==> config.mk <==
export PLATFORM = sky130hd
export DESIGN_NAME = operar_vetores_param
export DESIGN_NICKNAME = d
export VERILOG_FILES = /design/src/rtl/operar_vetores_pkg.sv /design/src/rtl/operar_vetores_nucleo.sv /design/src/rtl/operar_vetores_param.sv
export SDC_FILE = /design/constraint.sdc
export NUM_CORES = 1
export LEC_CHECK = 0
export CAP_MARGIN = 10
export CELL_PAD_IN_SITES_DETAIL_PLACEMENT = 1
export CELL_PAD_IN_SITES_GLOBAL_PLACEMENT = 1
export CORE_UTILIZATION = 36
export DETAILED_ROUTE_END_ITERATION = 12
export PLACE_DENSITY_LB_ADDON = 0.1
export SETUP_SLACK_MARGIN = 0.05
export SLEW_MARGIN = 10
export SYNTH_ARGS = -nofsm -noshare
export SYNTH_HDL_FRONTEND = slang
export SYNTH_SLANG_ARGS = --single-unit
==> constraint.sdc <==
create_clock -name clk -period 1.8 [get_ports clk]
set_input_delay 0.36 -clock clk [delete_from_list [all_inputs] [get_ports clk]]
set_output_delay 0.36 -clock clk [all_outputs]
set_load 0.02 [all_outputs]
==> src/rtl/operar_vetores_pkg.sv <==
// operar_vetores_pkg: shared mode/state types and mode validity helper
package operar_vetores_pkg;
  typedef enum logic [2:0] {
    MODO_OR        = 3'd0,
    MODO_AND       = 3'd1,
    MODO_XOR       = 3'd2,
    MODO_NOT       = 3'd3,
    MODO_OR_LOGICO = 3'd4,
    MODO_ACC_OR    = 3'd5
  } modo_t;
  typedef enum logic [1:0] {
    OCIOSO     = 2'd0,
    ACUMULANDO = 2'd1,
    SAIDA      = 2'd2
  } estado_t;
  function automatic logic modo_valido(input logic [2:0] m);
    return m <= 3'd5;
  endfunction
endpackage

==> src/rtl/operar_vetores_nucleo.sv <==
// operar_vetores_nucleo: combinational per-beat vector operator
module operar_vetores_nucleo import operar_vetores_pkg::*; #(
  parameter int WIDTH = 8
) (
  input  logic [WIDTH-1:0]   a,
  input  logic [WIDTH-1:0]   b,
  input  logic [2:0]         modo,
  output logic [2*WIDTH-1:0] res,
  output logic               erro
);
  // single-beat result; ACC_OR yields a|b so a one-beat burst reuses this path
  always_comb begin
    erro = !modo_valido(modo);
    res = modo == MODO_NOT ? {~b, ~a}
        : modo == MODO_OR_LOGICO ? {{(2*WIDTH-1){1'b0}}, |{a, b}}
        : modo == MODO_AND ? {{WIDTH{1'b0}}, a & b}
        : modo == MODO_XOR ? {{WIDTH{1'b0}}, a ^ b}
        : (modo == MODO_OR || modo == MODO_ACC_OR) ? {{WIDTH{1'b0}}, a | b}
        : '0;
  end
endmodule

==> src/rtl/operar_vetores_param.sv <==
// operar_vetores_param: registered vector-operation unit with valid/ready handshakes and OR accumulation
module operar_vetores_param import operar_vetores_pkg::*; #(
  parameter int WIDTH     = 8,
  parameter int MAX_BEATS = 16
) (
  input  logic                           clk,
  input  logic                           rst_n,
  input  logic                           in_valid,
  output logic                           in_ready,
  input  logic [WIDTH-1:0]               in_a,
  input  logic [WIDTH-1:0]               in_b,
  input  logic [2:0]                     in_modo,
  input  logic                           in_last,
  output logic                           out_valid,
  input  logic                           out_ready,
  output logic [2*WIDTH-1:0]             saida,
  output logic [$clog2(MAX_BEATS+1)-1:0] saida_beats,
  output logic                           saida_erro
);
  localparam int bw = $clog2(MAX_BEATS+1);
  localparam logic [bw-1:0] max_c = bw'(MAX_BEATS);
  estado_t estado, estado_nx;
  logic [WIDTH-1:0] acc, acc_nx, acc_or;
  logic [bw-1:0] cnt, cnt_nx, cnt_inc, beats_nx;
  logic [2*WIDTH-1:0] nuc_res, saida_nx;
  logic nuc_erro, erro_nx, aceita, fim, inicia;
  operar_vetores_nucleo #(.WIDTH(WIDTH)) u_nucleo (
    .a    (in_a),
    .b    (in_b),
    .modo (in_modo),
    .res  (nuc_res),
    .erro (nuc_erro)
  );
  assign out_valid = estado == SAIDA;
  assign in_ready  = !out_valid || out_ready;
  assign aceita    = in_valid && in_ready;
  // next state, accumulator and output-register load; outputs hold unless a result loads
  always_comb begin
    acc_or    = acc | in_a | in_b;
    cnt_inc   = cnt + bw'(1);
    fim       = in_last || cnt_inc == max_c;
    inicia    = in_modo == MODO_ACC_OR && !in_last;
    estado_nx = estado;
    acc_nx    = acc;
    cnt_nx    = cnt;
    saida_nx  = saida;
    beats_nx  = saida_beats;
    erro_nx   = saida_erro;
    if (estado == ACUMULANDO) begin
      if (aceita) begin
        acc_nx = fim ? '0 : acc_or;
        cnt_nx = fim ? '0 : cnt_inc;
        if (fim) begin
          saida_nx  = {{WIDTH{1'b0}}, acc_or};
          beats_nx  = cnt_inc;
          erro_nx   = !in_last;
          estado_nx = SAIDA;
        end
      end
    end else if (aceita) begin
      if (inicia) begin
        acc_nx    = in_a | in_b;
        cnt_nx    = bw'(1);
        estado_nx = ACUMULANDO;
      end else begin
        saida_nx  = nuc_res;
        beats_nx  = bw'(1);
        erro_nx   = nuc_erro;
        estado_nx = SAIDA;
      end
    end else if (estado == SAIDA && out_ready) begin
      estado_nx = OCIOSO;
    end
  end
  // state, accumulator and result registers; reset discards any partial burst
  always_ff @(posedge clk or negedge rst_n) begin
    if (!rst_n) begin
      estado      <= OCIOSO;
      acc         <= '0;
      cnt         <= '0;
      saida       <= '0;
      saida_beats <= '0;
      saida_erro  <= 1'b0;
    end else begin
      estado      <= estado_nx;
      acc         <= acc_nx;
      cnt         <= cnt_nx;
      saida       <= saida_nx;
      saida_beats <= beats_nx;
      saida_erro  <= erro_nx;
    end
  end
endmodule

# After elaboration in Yosys (flattened, before gate mapping)
# Cells that the tools add are included.
[totals]
register_bits = 37
inputBits = 24
[classes]
n_addsub = 1
n_lt_le_gt_ge = 1
n_bitwise = 7
n_reduce_logical = 16
n_eq_ne = 11
mux = 36
[ops]
columns = ["operator", "n"]
rows = [
  ["16-bit 2-to-1 mux", 9],
  ["5-bit 2-to-1 mux", 10],
  ["8-bit 2-to-1 mux", 6],
  ["8-bit OR", 3],
  ["8-bit NOT", 2],
  ["16-bit OR reduction", 1],
  ["2-bit 2-to-1 mux", 6],
  ["8-bit AND", 1],
  ["8-bit bitwise XOR", 1],
  ["3-bit by 2-bit equality test with 1-bit output, second input constant", 2],
  ["3-bit equality test, second input constant", 2],
  ["3-bit AND reduction", 2],
  ["5-bit by 1-bit adder with 5-bit output, second input constant", 1],
  ["5-bit equality test, second input constant", 1],
  ["1-bit 2-to-1 mux", 5],
  ["2-bit != test, second input constant", 2],
  ["2-bit nonzero test", 2],
  ["3-bit by 1-bit equality test with 1-bit output, second input constant", 1],
  ["3-bit <= comparator, second input constant", 1],
  ["1-bit logical AND", 3],
  ["1-bit zero test", 3],
  ["3-bit zero test", 1],
  ["1-bit logical OR", 3],
  ["2-bit by 1-bit equality test with 1-bit output, second input constant", 1],
  ["3 further kinds", 3],
]

# Depth between registers and ports, before layout
[logic_depth]
word_depth = 10
depth_mapped = 8
depth_no_buf = 7

# Hierarchy
# Synthesis repeated with hierarchy kept, for this count alone.
[hier_totals]
hier_cells = 267
area_unflattened_um2 = 2499.9
[by_module_without_submodules]
columns = ["module", "area_each_um2", "n_inst", "cells_each", "seq_area_each_um2"]
rows = [
  ["operar_vetores_param", 1796.7, 1, 157, 925.9],
  ["operar_vetores_nucleo", 703.2, 1, 110, 0.0],
]

# Worst setup path after synthesis
# OpenSTA, ideal clock, no wires.
[synth_path]
path_kind = "register -> register"
start = "register cnt[0]"
end = "register saida[10]"
t_required_ps = 1675
path_slack_ps = -20
setup_time_ps = 125
t_arrival_ps = 1695
path_buffers = 2
stages_incl_launch_ff = 8
synth_period_minus_slack_ps = 1820
cell_sequence = "dfrtp_1 ha_1 nand2_1 o21ai_2 and2_4 buf_6 buf_6 mux2_4"
[synth_between]
elab_chain_len = 5
[synth_rtl]
columns = ["element", "line_no", "source"]
rows = [
  ["start, declared", "operar_vetores_param.sv:24", "logic [bw-1:0] cnt, cnt_nx, cnt_inc, beats_nx;"],
  ["start signal, assigned", "operar_vetores_param.sv:87", "cnt <= cnt_nx;"],
  ["5-bit by 1-bit adder with 5-bit output", "operar_vetores_param.sv:40", "cnt_inc = cnt + bw'(1);"],
  ["5-bit equality test", "operar_vetores_param.sv:41", "fim = in_last || cnt_inc == max_c;"],
  ["1-bit logical OR", "operar_vetores_param.sv:41", ""],
  ["2-bit != test (no source line)", "n/a", ""],
  ["3-bit AND reduction (no source line)", "n/a", ""],
  ["end signal, assigned", "operar_vetores_param.sv:88", "saida <= saida_nx;"],
  ["end, declared", "operar_vetores_param.sv:16", "output logic [2*WIDTH-1:0] saida,"],
]
# No other way between the ends.
# A chain may end at the register's enable or synchronous reset.

# Final worst setup path
[layout_path]
start = "register cnt[4]"
end = "register saida[5]"
# Same word-level chain as after synthesis.

==> metrics.cfg <==
[synthesis]
synth_nets = 300
avgSynthCellArea_um2 = 9.79
synth_area_leader_cell = dfrtp_1
synth_flop_cell = dfrtp_1
ys_ff_latch = 37
synth_area_um2 = 2530
ys_seq_area_share_pct = 36.5
synth_cell_types = 55
synth-warning-count = 0
synth_edf_count = 0
syn_inst = 259
synth.top_cell.area_share_pct = 36.5
async_flop_share_pct = 100
synth.area.top_cells = dfrtp_1, mux2_4, ha_1

[route]
vias_per_cell = 5.05
drc = 0
ant_nets = 0
wire_per_inst_um = 16.6
drt-total-wl_um = 7710
drtIter0Drc = 81
vias = 2350
firstDrtPassIters = 4

[run_status]
outcome = complete, no violations

[placement]
gp_congestion = 0.822
preCtsSetupSlack_ns = -0.754
port_buffers = 47
place_hpwl_um = 5720
dp.cells = 451

[layout]
final_cell_mix = buf_4, dfrtp_1, clkdlybuf4s50_1
drive_gt1_share_pct = 35.0
antenna_cells = 0
final_util_pct = 56.3
layout_commonest_cell = buf_4
areaGrowthSynthToFinish_pct = 50.9
seqCellArea_um2 = 928
multiInputGateArea_um2 = 1560
fin_nets = 409
finalNonFillerCells = 465
n_fill_cell = 772

[sta]
hold_violations = 0
fin_crit_ns = 1.72
relSlewSlack_pct = 72.1
setup_violations = 0
period_share_pct = 95.5
clock_skew_ns = 0.00532
maxSlewViolCount = 0
grt_setup_unrepaired = yes
worst_pin_slew_ns = 0.419
max_freq_ghz = 0.582
whs_ns = 0.00706
setup_slack_ns = 0.0812

[cts]
clock_latency_ns = 0.30
cts_tree = done
clk_pin_slew_ns = 0.09
hold_buffers = 0
cts_sinks = 37
cts_made_buffers = 5
cts-root-buf = clkbuf_8
clockBufferDepth = 2
cts_max_level = 2

[global_routing]
track_usage_pct = 22.4
antenna_found_initial = 0
grt_pass1_wl_um = 12800
grt_pass1_vias = 2516
grt_overflow_total = 0
grt_start_max_net_pins = 38

[floorplanning]
fp.dieW_um = 85.9
ios = 48
dieHeight_um = 85.9
fp.dieArea_um2 = 7380
placementRows = 30
start_util_pct = 37.3
fp.coreArea_um2 = 6790

[run]
max_cap_viol_count = 0

[setup_path]
worstPathArrival_ns = 1.92
cp_num_buf_inv = 1
crit_path_start_kind = flop
slowest_stage = dfrtp_1
end_kind = flop
critPathKind = reg -> reg
cp_max_fo = 7
crit_chain = and4b_1 > a21oi_2 > o21ai_4 > and2_4 > buf_12 > mux2_4
slowest_delay_ns = 0.42
worstPathRequired_ns = 2.00
crit_family = simple AND/OR/NAND/NOR gates

[power]
p_per_area_nw_per_um2 = 709
total_power_uw = 2710
vdd_drop_max_v = 0.000350
leakage_uw = 0.00180

[hold_path]
holdCritPathClass = in -> async

==> cells by family (layout without fill, tap and decap cells) <==
kind of cell | after synthesis | count (layout) | synth area share (%)
flops | 37 | 37 | 36.5
xor+xnor | 3 | 3 | 1.33
fa+ha+maj | 17 | 17 | 8.39
compound gates | 66 | 66 | 17.4
mux | 25 | 25 | 13.2
buf+inv | 35 | 145 | 6.42
simple gates | 76 | 76 | 16.7
==> worst register-to-register path: stages (launching register included) <==
cell and delay, ns:
dfrtp_1 0.42, and4b_1 0.29, a21oi_2 0.06, o21ai_4 0.13, and2_4 0.26, buf_12 0.16
mux2_4 0.30
==> stage by stage <==
| stage | cell area [um2] | setup TNS (ns) |
|---|---|---|
| 2_1_floorplan | 2550 | -0.0380 |
| 3_3_place_gp | 3570 | -15.29 |
| 3_5_place_dp | 3570 | -16.38 |
| 4_1_cts | 3760 | 0 |
| 5_1_grt | 3820 | 0 |
| 6_report | 3820 | 0 |
==> sequential cells by signal, indices dropped and copies added (netlist names) <==
register,cells
saida,16
acc,8
cnt,5
saida_beats,5
estado,2
saida_erro,1
==> what timing repair did <==
action	4_1_cts	5_1_grt
pin swaps	11	5
gates resized for setup	44	14
buffers inserted	5	1
setup endpoints to repair	32	27
==> path summary, 6_finish.rpt <==
check / start / depth (start not counted) / slack [ns] / endpoint
setup / recovery: cnt[4] / 6 / 0.08 / saida[5]
hold / removal: rst_n / 2 / 0.007 / saida[6]
setup reg to reg: cnt[4] / 6 / 0.08 / saida[5]
hold reg to reg: saida[15] / 1 / 0.50 / saida[15]
max in group asynchronous: rst_n / 2 / 1.58 / cnt[0]
min in group clk: saida[15] / 1 / 0.50 / saida[15]
==> where the power goes <==
part,switching (uW),total [uW],leakage [uW],internal [uW]
logic,408,895,0.00128,487
clock network,352,767,0.0000543,415
registers,91.0,1050,0.000465,960
total,851,2710,0.00180,1860
==> layer usage <==
metal | global-route usage, % | share of wire, % | vias to the layer above
met5 | 0 | 0 | -
met4 | 5.91 | 1.1 | 0
met3 | 4.33 | 4.5 | 6
met2 | 36.7 | 46 | 46
met1 | 30.2 | 49 | 1152
li1 | - | - | 1146
==> cell usage after synthesis, types with 3 or more instances <==
library cell	n
ha_1	17
mux2_2	5
clkbuf_1	5
nand2_1	11
a221oi_1	5
nor2b_1	6
mux2_4	15
buf_6	3
nor4_1	4
mux2_1	3
dfrtp_1	37
inv_1	21
o2bb2ai_1	7
nand3_1	6
a31oi_1	7
nor2_1	16
nor3_1	7
buf_2	4
a21oi_1	26
o21ai_1	3
nand2b_1	11
==> cell type report <==
type,count,share of cell area [%]
repair buffers,115,26.6
clock buffers,5,1.80
inverters,22,2.16
well taps,96,3.14
multi-input cells,187,40.9
flip-flops and latches,37,24.3
clock inverters,3,1.21
(Power assumes the default switching activity.)
